[config.mk]
export PLATFORM = sky130hd
export DESIGN_NAME = sh_ext_slave
export DESIGN_NICKNAME = d
export VERILOG_FILES = /design/src/rtl/sh_ext_pkg.sv /design/src/rtl/sh_ext_lane.sv /design/src/rtl/sh_ext_slave.sv
export SDC_FILE = /design/constraint.sdc
export NUM_CORES = 1
export LEC_CHECK = 0
export CAP_MARGIN = 20
export CORE_UTILIZATION = 40
export DETAILED_ROUTE_END_ITERATION = 12
export PLACE_DENSITY = 0.8
export SYNTH_ARGS = -nofsm -noshare
export SYNTH_HDL_FRONTEND = slang
export SYNTH_SLANG_ARGS = --single-unit
[constraint.sdc]
create_clock -name CLK -period 2.9 [get_ports CLK]
set_input_delay 0.725 -clock CLK [delete_from_list [all_inputs] [get_ports CLK]]
set_output_delay 0.725 -clock CLK [all_outputs]
set_load 0.03 [all_outputs]
[src/rtl/sh_ext_pkg.sv]
// Shared CPU external-bus definitions: responder state encoding, port-size codes
// and the byte-lane decode helper used by the lane steering logic.
package sh_ext_pkg;

   typedef enum logic [1:0] {
      ST_IDLE = 2'b00,
      ST_REQ  = 2'b01,
      ST_DONE = 2'b10
   } sh_state_e;

   localparam logic [1:0] PSZ_8  = 2'b01;
   localparam logic [1:0] PSZ_16 = 2'b10;
   localparam logic [1:0] PSZ_32 = 2'b11;

   // Big-endian byte lane: address offset 0 maps to MEM_BE[3] / data [31:24].
   function automatic logic [3:0] byte_onehot(input logic [1:0] ofs);
      return 4'b1000 >> ofs;
   endfunction

endpackage

[src/rtl/sh_ext_lane.sv]
// Combinational byte-lane steering between the CPU bus port width and the
// 32-bit big-endian memory word (write enables, write data, read data).
module sh_ext_lane
   import sh_ext_pkg::*;
(
   input  logic [1:0]  port_sz_i,
   input  logic [1:0]  addr_i,
   input  logic        wr_i,
   input  logic [31:0] wdata_i,
   input  logic [3:0]  wen_i,
   input  logic [31:0] mem_di_i,
   output logic [3:0]  be_o,
   output logic [31:0] wdata_o,
   output logic [31:0] rdata_o
);

   logic [1:0] half_en_s;

   // Steer enables and data according to the configured port width.
   always_comb begin
      be_o      = 4'b0000;
      wdata_o   = wdata_i;
      rdata_o   = mem_di_i;
      half_en_s = wr_i ? wen_i[1:0] : 2'b11;
      case (port_sz_i)
         PSZ_8: begin
            wdata_o = {4{wdata_i[7:0]}};
            be_o    = byte_onehot(addr_i) & (wr_i ? {4{wen_i[0]}} : 4'b1111);
            case (addr_i)
               2'b00:   rdata_o = {24'h000000, mem_di_i[31:24]};
               2'b01:   rdata_o = {24'h000000, mem_di_i[23:16]};
               2'b10:   rdata_o = {24'h000000, mem_di_i[15:8]};
               default: rdata_o = {24'h000000, mem_di_i[7:0]};
            endcase
         end
         PSZ_16: begin
            wdata_o = {2{wdata_i[15:0]}};
            if (addr_i[1]) begin
               be_o    = {2'b00, half_en_s};
               rdata_o = {16'h0000, mem_di_i[15:0]};
            end else begin
               be_o    = {half_en_s, 2'b00};
               rdata_o = {16'h0000, mem_di_i[31:16]};
            end
         end
         PSZ_32: begin
            be_o = wr_i ? wen_i : 4'b1111;
         end
         default: begin
            be_o = 4'b0000;
         end
      endcase
   end

endmodule

[src/rtl/sh_ext_slave.sv]
// External-bus responder for one chip-select area: turns a CPU bus cycle into a
// held MEM_REQ/MEM_ACK handshake, stretching the master with WAIT_N meanwhile.
module sh_ext_slave
   import sh_ext_pkg::*;
#(
   parameter int unsigned CS_NUM  = 0,
   parameter logic [1:0]  PORT_SZ = 2'b11,
   parameter int unsigned TIMEOUT = 255
) (
   input  logic        CLK,
   input  logic        RST_N,
   input  logic        CE_R,
   input  logic        CE_F,
   input  logic [26:0] A,
   input  logic [31:0] DO,
   output logic [31:0] DI,
   input  logic        BS_N,
   input  logic        CS_N,
   input  logic        RD_WR_N,
   input  logic        RD_N,
   input  logic [3:0]  WE_N,
   output logic        WAIT_N,
   output logic [26:0] MEM_A,
   output logic [31:0] MEM_DO,
   output logic [3:0]  MEM_BE,
   output logic        MEM_WE,
   output logic        MEM_REQ,
   input  logic [31:0] MEM_DI,
   input  logic        MEM_ACK,
   output logic        ERR
);

   localparam logic [15:0] TO_LAST = 16'(TIMEOUT - 1);

   sh_state_e   state_q;
   logic [26:0] acc_a_q;
   logic        acc_rd_q;
   logic [31:0] acc_do_q;
   logic [3:0]  acc_en_q;
   logic [15:0] cnt_q;
   logic        orphan_q;
   logic        drop_q;
   logic        wait_n_q;
   logic [26:0] mem_a_q;
   logic [31:0] mem_do_q;
   logic [3:0]  mem_be_q;
   logic        mem_we_q;
   logic        mem_req_q;
   logic [31:0] di_q;
   logic        err_q;

   logic        start_s;
   logic [26:0] iss_a_s;
   logic        iss_rd_s;
   logic [31:0] iss_do_s;
   logic [3:0]  iss_en_s;
   logic [3:0]  lane_be_s;
   logic [31:0] lane_wdata_s;
   logic [31:0] lane_rdata_s;
   logic        unused_s;

   assign start_s  = CE_R & ~BS_N & ~CS_N & ((state_q == ST_IDLE) | (state_q == ST_DONE));
   // A fresh start issues straight from the bus; a delayed issue uses the latched access.
   assign iss_a_s  = start_s ? A : acc_a_q;
   assign iss_rd_s = start_s ? RD_WR_N : acc_rd_q;
   assign iss_do_s = start_s ? DO : acc_do_q;
   assign iss_en_s = start_s ? ~WE_N : acc_en_q;
   assign unused_s = ^{CE_F, RD_N, 2'(CS_NUM)};

   sh_ext_lane u_lane (
      .port_sz_i (PORT_SZ),
      .addr_i    (iss_a_s[1:0]),
      .wr_i      (~iss_rd_s),
      .wdata_i   (iss_do_s),
      .wen_i     (iss_en_s),
      .mem_di_i  (MEM_DI),
      .be_o      (lane_be_s),
      .wdata_o   (lane_wdata_s),
      .rdata_o   (lane_rdata_s)
   );

   // Access state machine with all bus- and memory-side outputs registered.
   always_ff @(posedge CLK or negedge RST_N) begin
      if (!RST_N) begin
         state_q   <= ST_IDLE;
         acc_a_q   <= 27'd0;
         acc_rd_q  <= 1'b0;
         acc_do_q  <= 32'd0;
         acc_en_q  <= 4'd0;
         cnt_q     <= 16'd0;
         orphan_q  <= 1'b0;
         drop_q    <= 1'b0;
         wait_n_q  <= 1'b1;
         mem_a_q   <= 27'd0;
         mem_do_q  <= 32'd0;
         mem_be_q  <= 4'd0;
         mem_we_q  <= 1'b0;
         mem_req_q <= 1'b0;
         di_q      <= 32'd0;
         err_q     <= 1'b0;
      end else begin
         err_q <= 1'b0;
         // The acknowledge of a timed-out request only retires it; its data is dropped.
         if (orphan_q && MEM_ACK) begin
            orphan_q  <= 1'b0;
            mem_req_q <= 1'b0;
         end
         case (state_q)
            ST_IDLE, ST_DONE: begin
               if (start_s) begin
                  acc_a_q  <= A;
                  acc_rd_q <= RD_WR_N;
                  acc_do_q <= DO;
                  acc_en_q <= ~WE_N;
                  cnt_q    <= 16'd0;
                  drop_q   <= 1'b0;
                  wait_n_q <= 1'b0;
                  state_q  <= ST_REQ;
                  if (!orphan_q) begin
                     mem_a_q   <= {A[26:2], 2'b00};
                     mem_we_q  <= ~RD_WR_N;
                     mem_be_q  <= lane_be_s;
                     mem_do_q  <= lane_wdata_s;
                     mem_req_q <= 1'b1;
                  end
               end else if ((state_q == ST_DONE) && CE_R && CS_N) begin
                  state_q <= ST_IDLE;
               end
            end
            ST_REQ: begin
               if (CE_R && CS_N) begin
                  drop_q <= 1'b1;
               end
               if (orphan_q) begin
                  cnt_q <= 16'd0;
               end else if (!mem_req_q) begin
                  mem_a_q   <= {acc_a_q[26:2], 2'b00};
                  mem_we_q  <= ~acc_rd_q;
                  mem_be_q  <= lane_be_s;
                  mem_do_q  <= lane_wdata_s;
                  mem_req_q <= 1'b1;
               end else if (MEM_ACK) begin
                  mem_req_q <= 1'b0;
                  wait_n_q  <= 1'b1;
                  state_q   <= (drop_q || (CE_R && CS_N)) ? ST_IDLE : ST_DONE;
                  if (!drop_q && !(CE_R && CS_N) && acc_rd_q) begin
                     di_q <= lane_rdata_s;
                  end
               end else if (cnt_q == TO_LAST) begin
                  wait_n_q <= 1'b1;
                  err_q    <= 1'b1;
                  di_q     <= 32'hFFFF_FFFF;
                  orphan_q <= 1'b1;
                  state_q  <= ST_DONE;
               end else begin
                  cnt_q <= cnt_q + 16'd1;
               end
            end
            default: begin
               state_q <= ST_IDLE;
            end
         endcase
      end
   end

   assign DI      = di_q;
   assign WAIT_N  = wait_n_q;
   assign MEM_A   = mem_a_q;
   assign MEM_DO  = mem_do_q;
   assign MEM_BE  = mem_be_q;
   assign MEM_WE  = mem_we_q;
   assign MEM_REQ = mem_req_q;
   assign ERR     = err_q;

endmodule

==> metrics.md, run 1 <==
| Metric | Value |
|---|---|
| Max_cap viols | 0 |
| Biggest area consumer among synthesized cells | dfrtp_1 |
| DR vias/cell | ~5 |
| Hold WC Path Type | in -> async |
| Routed Antenna Nets | 0 |
| Die area | between 0.015 and 0.02 sq mm |
| Crit end category | flop |
| VDD IR max | a little over 0.0005 V |
| Antenna diode count | 0 |
| Clock power share | between 20% and 30% |
| Largest net degree at the start of global routing | 67 |
| H-tree levels | 4 |
| First DRT Iteration DRCs | between 300 and 400 |
| R2r endpoint | DI[16] |
| Reg2Reg Depth | 8 |
| Fmax | a little over 400 MHz |
| EDFF count, synth | 0 |
| RePlAce Congestion | just under 0.8 |
| Post-Syn Area per Cell | between 10 and 15 sq um |
| Netlist cell types | 45 |
| GR Overflow Total | 0 |
| Core area | 0.0174 sq mm |
| Reg2reg setup slack | between 0.7 and 0.8 ns |
| Main synth FF type | dfrtp_1 |
| Area share of the largest cell type after synthesis | 62.1% |
| Worst Tran Pin Value | ~0.54 ns |
| GRT Resource Usage Total | approximately 20% |
| Synth-to-Final Area Change | 40.2% |
| Fin util | between 50% and 60% |
| Gate Count Post-Synth | between 600 and 700 |
| I/O Buffers | between 150 and 200 |
| CTS tree | done |
| Seq pwr share | about 37% |
| Fin crit share | 84.3% |
| Number of global-route vias before repair | roughly 5.7k |
| Rel. slew slack | a little under two thirds |
| Syn Std Cell Area | about 0.0072 sq mm |
| Crit path DAT | roughly 2.8 ns |
| Worst Setup SP | CE_R |
| Synth Register Bits | approximately 180 |
| Final Setup Violations | 0 |
| Total wire length | between 15000 and 20000 um |
| Leading cell types by count after synthesis | nand2_1, dfrtp_1, o22a_1 |
| RSZ-0062 raised after global routing | false |
| Num rows | 48 |
| Number of hold buffers added after CTS | 0 |
| Seq/Total Area, Yosys | roughly 62% |
| DPL Wire Length | approximately 12000 um |
| Clk_skew | between 0.008 and 0.009 ns |
| Root buffer cell | clkbuf_16 |
| Hold slack final | 0.267 ns |
| Worst-path fanout max | 27 |
| CP startpoint kind | input pin |
| Reg2reg start | cnt_q[0] |
| Average wire per standard cell | 15.7 um |
| Tot Pwr | 10.7 mW |
| Status | finished clean |
| Post-route minimum period | between 2 and 2.5 ns |
| Nets | between 900 and 1k |
| Post-synth ARST share | between 90% and 100% |
| Sw power | 3.98 mW |
| Required time of the critical path | around 3.2 ns |
| Share of post-route cells with drive strength above 1 | 10.9% |
| Dpl ws | between 0.02 and 0.03 ns |
| Antenna violations before repair | 0 |
| Residual DRC | 0 |
| Worst skew pair latency | between 0.4 and 0.5 ns |
| # resized after CTS | 0 |
| Final Hold Viols | 0 |
| WS Path Type | in -> reg |
| Max-slew violation count | 0 |
| Worst-path clk slew | about 0.060 ns |
| Yosys warning count | 0 |
| Post-CTS setup buffers | 0 |
| Sw Ratio | between 30% and 40% |
| First-pass GRT wire length | 28400 um |
| CTS buffer count | 17 |
| Pint | 6.71 mW |
| Fillers | about 1.5k |
| Max clock buf depth | 2 |
| Most instantiated library cell after synthesis | nand2_1 |
| Starting Density | between 40% and 50% |
| Final TNS setup | 0 ns |
| Die Height | about 140 um |
| Area contributors post-synth | dfrtp_1, nand2_1, mux2_2 |
| Setup slack after layout | around 0.46 ns |
| Leakage power | between 4 and 5 nW |
| P per Cell Area | around 1100 mW/mm^2 |
| Initial DRT Pass Iterations | 4 |
| Die width | 136 um |
| DR vias | approximately 5.6k |
| CTS sink count | roughly 180 |
| IO Pins | 203 |
| Combinational power share | between 40 and 50% |
[placed cells by master (no fill, tap or decap), drive strengths merged, types with 2 or more instances in the layout]
| cell | n |
|---|---|
| a21oi | 14 |
| a31oi | 26 |
| and4 | 2 |
| buf | 21 |
| clkbuf | 20 |
| clkdlybuf4s50 | 195 |
| clkinv | 7 |
| conb | 2 |
| dfrtp | 178 |
| ha | 2 |
| inv | 11 |
| mux2 | 32 |
| nand2 | 240 |
| nand2b | 3 |
| nand3 | 5 |
| nand4 | 5 |
| nor2 | 31 |
| nor3b | 3 |
| nor4b | 2 |
| o21ai | 23 |
| o22a | 33 |
| o22ai | 2 |
| o32a | 4 |
| or3 | 11 |
| xor2 | 2 |
[area by class of cell]
class / instances / area, sq um / share of cell area (%)
tap: 225 / 282 / 2.80
inverter: 8 / 30.0 / 0.299
sequential: 179 / 4480 / 44.6
clock inverter: 12 / 103 / 1.02
clock buffer: 20 / 457 / 4.54
timing repair buffer: 216 / 2200 / 21.9
multi-input combinational: 456 / 2500 / 24.9
[logic make-up after synthesis]
family	count (synthesis)	synth area share (%)
xor+xnor	3	0.366
compound gates	109	11.0
simple gates	308	17.8
other cells	1	0.0523
fa+ha+maj	2	0.349
flops	179	62.5
mux	32	5.02
buf+inv	48	2.98
[registers in the layout, summed over array words and instances (netlist names)]
register,flops
MEM_REQ,1
cnt_q,16
MEM_DO,32
acc_rd_q,1
DI,32
acc_en_q,4
WAIT_N,1
MEM_BE,4
acc_do_q,32
acc_a_q,25
MEM_WE,1
orphan_q,1
drop_q,1
MEM_A,25
ERR,1
state_q,2
[worst max-delay path, stage by stage]
cell and delay [ns]:
clkdlybuf4s50_1 0.51, or4b_4 0.57, a21oi_4 0.26, buf_12 0.23, buf_4 0.25, nor2_1 0.06, a31oi_1 0.16
[worst max-delay path by stage]
stage	to	slack (ns)	cells after the start
detailed placement	MEM_A[10]	0.03	7
global route	MEM_A[10]	0.36	7
floorplan	MEM_DO[0]	0.58	5
CTS	MEM_A[10]	0.47	7
finish	MEM_A[10]	0.46	7
global placement	MEM_A[8]	0.10	7
[through the flow]
stage               instance area, sq um  std cells
floorplan                           7180        683
global placement                    9500       1084
detailed placement                  9500       1084
CTS                                10100       1116
global route                       10100       1116
finish                             10100       1116
[layer usage]
layer	wire, um	track usage [%]	vias up
li1	-	-	2692
met1	7500	24.5	2733
met2	8740	33.6	145
met3	907	4.36	26
met4	422	8.09	0
met5	0	0	-
[power groups by stage]
stage / registers (mW) / clock network, mW / logic, mW
after floorplan: 5.23 / 0 / 1.35
after global placement: 3.97 / 0 / 4.49
after detailed placement: 4.02 / 0 / 4.58
after CTS: 3.98 / 2.23 / 4.60
after global routing: 4.10 / 2.33 / 4.85
final: 3.97 / 2.18 / 4.54
Note: power is estimated with default switching activity, not from simulation.
==> run 2, diff against run 1 <==
--- a/config.mk
+++ b/config.mk
@@ -8,7 +8,7 @@
 export CAP_MARGIN = 20
 export CORE_UTILIZATION = 40
 export DETAILED_ROUTE_END_ITERATION = 12
-export PLACE_DENSITY = 0.8
+export PLACE_DENSITY = 0.83
 export SYNTH_ARGS = -nofsm -noshare
 export SYNTH_HDL_FRONTEND = slang
 export SYNTH_SLANG_ARGS = --single-unit
==> constraint.sdc (replaced) <==
create_clock -name CLK -period 2.1 [get_ports CLK]
set_input_delay 0.525 -clock CLK [delete_from_list [all_inputs] [get_ports CLK]]
set_output_delay 0.525 -clock CLK [all_outputs]
set_load 0.03 [all_outputs]
==> metrics.md, run 2 (synthesis gave the netlist of run 1 again) <==
| Metric | Value |
|---|---|
| P per Cell Area | 1460 mW/mm^2 (+37%) |
| Status | finished clean |
| Max_cap viols | 0 (unchanged) |
| DR vias/cell | 5.11 (+1.9%) |
| Required time of the critical path | 2.44 ns (-0.80 ns) |
| Placed cell count | 1103 (+1.8%) |
| Number of global-route vias before repair | 5804 (+2.1%) |
| Antenna violations before repair | 0 (unchanged) |
| Met2 Track Usage GR | 35.0% (+1.4 points) |
| Synth-to-Final Area Change | 47.0% |
| Die area | 0.0185 sq mm (unchanged) |
| Final Hold Viols | 0 (unchanged) |
| Most common cell after layout, fill and taps aside | nand2_1 |
| VDD IR max | 0.000710 V (+37%) |
| Fin util | 60.5% (+2.8 points) |
| Antenna diode count | 0 (unchanged) |
| Starting Density | 41.2% (unchanged) |
| Average wire per standard cell | 16.7 um (+5.9%) |
| Core area | 0.0174 sq mm (unchanged) |
| Setup slack after layout | 0.0742 ns (-0.382 ns) |
| Initial DRT Pass Iterations | 5 (+1) |
| GRT Resource Usage Total | 20.2% (+0.33 points) |
| I/O Buffers | 196 (unchanged) |
| Die Height | 136 um (unchanged) |
| CTS buffer count | 17 (unchanged) |
| GR Overflow Total | 0 (unchanged) |
| Number of hold buffers added after CTS | 0 (unchanged) |
| Max-slew violation count | 0 (unchanged) |
| Share of post-route cells with drive strength above 1 | 14.8% (+3.9 points) |
| Final TNS setup | 0 ns (unchanged) |
| Dpl ws | -0.787 ns (-0.814 ns) |
| CTS tree | done |
| Commonest non-fill, non-tap cells in the layout | nand2_1, clkdlybuf4s50_1, dfrtp_1 |
| Worst-path clk slew | 0.06 ns (about the same) |
| WS Path Type | reg -> reg |
| Routed Antenna Nets | 0 (unchanged) |
| Total wire length | 19100 um (+9.0%) |
| Reg2Reg Depth | 6 (-2) |
| Grt met3 use | 4.21% (-0.15 points) |
| Leakage power | 4.76 nW (+6.0%) |
| First DRT Iteration DRCs | 288 (-15%) |
| Met1 Resource Use GR | 24.6% (+0.054 points) |
| Most Crowded Layer GR | met2 |
| Post-route minimum period | between 2 and 2.5 ns |
| Worst skew pair latency | 0.42 ns (about the same) |
| DPL Wire Length | 12400 um (+5.5%) |
| Area of the multi-input gates | 0.00255 sq mm (+2.1%) |
| Fin crit share | a little over nine tenths |
| IO Pins | 203 (unchanged) |
| Die width | 136 um (unchanged) |
| Tot Pwr | 15.4 mW (+44%) |
| First-pass GRT wire length | 28900 um (+1.5%) |
| Nets | 1019 (+3.6%) |
| CTS sink count | 179 (unchanged) |
| Largest net degree at the start of global routing | 50 (-25%) |
| CP startpoint kind | flop |
| Worst-path fanout max | 7 (-74%) |
| RePlAce Congestion | 0.794 (+2.5%) |
| Num rows | 48 (unchanged) |
| Root buffer cell | clkbuf_16 |
| Non-filler cells in the finished layout | 1149 (+3.0%) |
| Crit end category | flop |
| Fmax | 494 MHz |
| Hold WC Path Type | in -> async |
| Final Setup Violations | 0 (unchanged) |
| Max clock buf depth | 2 (unchanged) |
| FF+latch area | 0.00448 sq mm (unchanged) |
| Residual DRC | 0 (unchanged) |
| Fillers | 1379 (-7.4%) |
| DR vias | 5873 (+4.9%) |
| Crit path DAT | 2.37 ns (-0.41 ns) |
| H-tree levels | 4 (unchanged) |
| Clk_skew | 0.0102 ns (+0.00170 ns) |
run 2: changes by cell type in the layout (fill, tap and decap cells not counted), sizes merged:
| cell | previous run | this run |
|---|---|---|
| buf | 21 | 52 |
| bufinv | 1 | 3 |
| clkinvlp | 1 | 4 |
| dlygate4sd2 | 0 | 1 |
| clkdlybuf4s50 | 195 | 191 |
| clkbuf | 20 | 24 |
| dlymetal6s2s | 0 | 3 |
| clkinv | 7 | 0 |
run 2: path summary, 6_finish.rpt:
| kind | startpoint | endpoint | slack [ns] |
|---|---|---|---|
| min in group CLK | acc_do_q[21] | acc_do_q[21] | 0.47 |
| max | state_q[0] | cnt_q[7] | 0.07 |
| min | RST_N | DI[9] | 0.04 |
| max reg2reg | state_q[0] | cnt_q[7] | 0.07 |
| max in group asynchronous | RST_N | MEM_DO[24] | 1.43 |
| min reg2reg | acc_do_q[21] | acc_do_q[21] | 0.47 |
run 2: stage by stage:
step	hold slack (ns)	cell area, sq um
6_report	0.0446	10500
5_1_grt	0.0603	10500
4_1_cts	0.0548	10300
3_5_place_dp	0.453	9660
3_3_place_gp	0.447	9660
2_1_floorplan	0.229	7180
run 2: timing repair:
item | in CTS | in global routing
resized for setup | 4 | 20
setup endpoints to repair | 87 | 105
buffers inserted | 1 | 11
pin swaps | 3 | 10
gates cloned | 0 | 4
run 2: layout make-up:
| type | count | share of cell area [%] |
|---|---|---|
| clock buffer | 20 | 4.33 |
| clock inverter | 10 | 1.41 |
| inverter | 8 | 0.285 |
| multi-input combinational | 456 | 24.2 |
| sequential | 179 | 42.5 |
| tap | 225 | 2.67 |
| timing repair buffer | 251 | 24.6 |
run 2: layer usage:
| metal | vias up | wire (um) | part of all wire, % |
|---|---|---|---|
| met5 | - | 0 | 0 |
| met4 | 0 | 323 | 1.7 |
| met3 | 21 | 899 | 4.7 |
| met2 | 184 | 9970 | 52 |
| met1 | 2909 | 7960 | 42 |
| li1 | 2759 | - | - |
run 2: where the power goes:
group	total (mW)	internal, mW	switching [mW]
Sequential	5.47	4.80	0.674
Clock	3.26	1.94	1.32
Combinational	6.62	2.99	3.63
run 2: worst max-delay path: stages, from the launching register on:
cell	delay, ns
dfrtp_1	0.41
or4b_4	0.57
buf_6	0.16
o21ai_4	0.11
a31oi_4	0.16
or3_1	0.38
a21oi_1	0.16
==> run 3, diff against run 2 <==
--- a/config.mk
+++ b/config.mk
@@ -8,7 +8,8 @@
 export CAP_MARGIN = 20
 export CORE_UTILIZATION = 40
 export DETAILED_ROUTE_END_ITERATION = 12
-export PLACE_DENSITY = 0.83
+export PLACE_DENSITY = 0.8
 export SYNTH_ARGS = -nofsm -noshare
 export SYNTH_HDL_FRONTEND = slang
+export SYNTH_HIERARCHICAL = 1
 export SYNTH_SLANG_ARGS = --single-unit
==> metrics.md, run 3 <==
| Metric | Value |
|---|---|
| Die Height | 148 um (+8.9%) |
| DR vias | 7467 (+27%) |
| Die width | 148 um (+8.9%) |
| Total wire length | 24000 um (+25%) |
| Fmax | 469 MHz (-4.9%) |
| Worst skew pair latency | 0.43 ns (about the same) |
| RePlAce Congestion | 0.866 (+9.1%) |
| Most common cell after layout, fill and taps aside | nand2_1 |
| Clk_skew | 0.0130 ns (+0.00285 ns) |
| Synth Register Bits | 181 (+1.1%) |
| Number of global-route vias before repair | 7308 (+26%) |
| Fin crit share | 101% (+5.0 points) |
| Commonest non-fill, non-tap cells in the layout | nand2_1, clkdlybuf4s50_1, dfrtp_1 |
| Most instantiated library cell after synthesis | nand2_1 |
| Crit-path slowest cell | dfrtp_1 |
| Post-Syn Area per Cell | 9.34 sq um (-11%) |
| Max-slew violation count | 0 (unchanged) |
| Max clock buf depth | 2 (unchanged) |
| Failing checks | negative setup slack |
| CTS sink count | 181 (+1.1%) |
| Reg2reg setup slack | -0.03 ns (-0.11 ns) |
| Reg2reg start | cnt_q[0] |
| H-tree levels | 4 (unchanged) |
| Seq/Total Area, Yosys | 53.2% (-9.3 points) |
| Largest net degree at the start of global routing | 120 (+140%) |
| Setup slack after layout | -0.0311 ns (-0.105 ns) |
| Initial DRT Pass Iterations | 6 (+1) |
| Max_cap viols | 0 (unchanged) |
| VDD IR max | 0.000799 V (+12%) |
| CTS buffer count | 17 (unchanged) |
| Worst Setup SP | cnt_q[0] |
| Crit end category | flop |
| Num rows | 53 (+10%) |
| CP cell instances | inv_1 > ha_2 > nor4b_4 > buf_4 > nand3_4 > nor4_4 > buf_6 > nor3_1 > xnor2_1 > nor2_1 |
| Root buffer cell | clkbuf_16 |
| Final Setup Violations | 1 (+1) |
| Syn Std Cell Area | 0.00852 sq mm (+19%) |
| Required time of the critical path | 2.39 ns (-0.05 ns) |
| I/O Buffers | 198 (+1.0%) |
| Post-synth ARST share | 100% (unchanged) |
| WS Path Type | reg -> reg |
| Main synth FF type | dfrtp_1 |
| Antenna violations before repair | 0 (unchanged) |
| Leading cell types by count after synthesis | nand2_1, dfrtp_1, nor2_1 |
| Synth-to-Final Area Change | 39.9% |
| Antenna diode count | 0 (unchanged) |
| Core area | 0.0210 sq mm (+20%) |
| RSZ-0062 raised after global routing | true |
| Die area | 0.0219 sq mm (+19%) |
| Fillers | 1778 (+29%) |
| DPL Wire Length | 15900 um (+29%) |
| P per Cell Area | 1360 mW/mm^2 (-6.3%) |
| GRT Resource Usage Total | 21.9% (+1.7 points) |
| Area share of the largest cell type after synthesis | 52.8% (-9.2 points) |
| EDFF count, synth | 0 (unchanged) |
| Final Hold Viols | 0 (unchanged) |
| DR vias/cell | 5.24 (+2.4%) |
| Residual DRC | 0 (unchanged) |
| Leakage power | 5.51 nW (+16%) |
| CP startpoint kind | flop |
| GR Overflow Total | 0 (unchanged) |
| Netlist cell types | 51 (+13%) |
| Average wire per standard cell | 16.8 um (+0.81%) |
| First DRT Iteration DRCs | 551 (+91%) |
| Routed Antenna Nets | 0 (unchanged) |
| Status | complete, but fails checks |
| Slowest cell delay on critical path | 0.38 ns (-0.19 ns) |
| Worst Tran Pin Value | 0.897 ns |
| CTS tree | done |
| Tot Pwr | 16.3 mW (+5.9%) |
| Area contributors post-synth | dfrtp_1, nand2_1, mux2_2 |
| Reg2Reg Depth | 10 (+4) |
| IO Pins | 203 (unchanged) |
| Rel. slew slack | about two fifths |
| Starting Density | 40.7% (-0.51 points) |
| Critical Path Sink | cnt_q[14] |
| First-pass GRT wire length | 37800 um (+31%) |
| Yosys warning count | 6 (+6) |
| Worst-path fanout max | 6 (-1) |
| Worst-path clk slew | 0.07 ns (about the same) |
| Hold WC Path Type | in -> async |
| Hold slack final | 0.104 ns (+0.0594 ns) |
| Share of post-route cells with drive strength above 1 | 14.2% (-0.67 points) |
| Gate Count Post-Synth | 913 (+34%) |
| R2r endpoint | cnt_q[14] |
| Post-route minimum period | 2.13 ns (+0.105 ns) |
| Nets | 1249 (+23%) |
| Biggest area consumer among synthesized cells | dfrtp_1 |
| Crit path DAT | 2.42 ns (+0.05 ns) |
-- run 3: power by group --
part	switching [mW]	internal [mW]
clock network	1.39	1.80
registers	0.754	4.85
logic	4.11	3.36
-- run 3: logic make-up after synthesis --
family,after synthesis,synth area share [%]
compound gates,150,12.7
flops,181,53.2
mux,46,5.95
fa+ha+maj,6,0.881
buf+inv,93,5.01
other cells,2,0.0881
simple gates,422,20.9
xor+xnor,13,1.34
-- run 3: worst max-delay path: cells and delay by family (launching register included) --
family | cells | cell delay [ns]
DFF | 1 | 0.38
xor gates and xnor gates | 1 | 0.25
buffers and inverters | 3 | 0.42
and+or+nand+nor | 5 | 0.78
adders and majority gates | 1 | 0.16
-- run 3: layout make-up --
cell class                      count  area [sq um]  area share [%]
Tap cell                          275           344            2.89
Timing Repair Buffer              268          2650            22.2
Inverter                           26          97.6           0.819
Sequential cell                   181          4530            38.0
Multi-Input combinational cell    645          3710            31.2
Clock inverter                     13           148            1.24
Clock buffer                       18           439            3.68
-- run 3: worst min path at each step --
| stage | from | to | cells past startpoint |
|---|---|---|---|
| floorplan | RST_N | DI[0] | 0 |
| global placement | acc_do_q[16] | acc_do_q[16] | 2 |
| detailed placement | acc_do_q[19] | acc_do_q[19] | 2 |
| CTS | RST_N | acc_a_q[24] | 2 |
| global route | RST_N | acc_a_q[22] | 2 |
| finish | RST_N | acc_a_q[24] | 2 |
-- run 3: stage by stage --
| step | area [sq um] | setup WS [ns] | instances | util [%] | setup TNS [ns] |
|---|---|---|---|---|---|
| 6_report | 11900 | -0.0311 | 1426 | 56.9 | -0.0311 |
| 3_5_place_dp | 11200 | -0.617 | 1388 | 53.2 | -73.39 |
| 3_3_place_gp | 11200 | -0.533 | 1388 | 53.2 | -65.79 |
| 4_1_cts | 11800 | 0.00146 | 1422 | 56.3 | 0 |
| 5_1_grt | 11900 | -0.0948 | 1426 | 56.9 | -0.193 |
| 2_1_floorplan | 8570 | 0.00563 | 919 | - | 0 |
-- run 3: timing repair --
action | 4_1_cts | 5_1_grt
hold buffers | 0 | 0
setup buffers | 2 | 3
cloned | 1 | 1
resized for setup | 9 | 20
pin swaps | 2 | 7
endpoints found under the setup margin | 82 | 45
-- run 3: layer usage --
| metal | GRT usage (%) | vias to the layer above | part of all wire (%) | routed length [um] |
|---|---|---|---|---|
| li1 | - | 3527 | - | - |
| met1 | 28.3 | 3609 | 43 | 10400 |
| met2 | 36.5 | 285 | 49 | 11800 |
| met3 | 4.51 | 46 | 5.2 | 1240 |
| met4 | 7.42 | 0 | 2.4 | 566 |
| met5 | 0 | - | 0 | 0 |
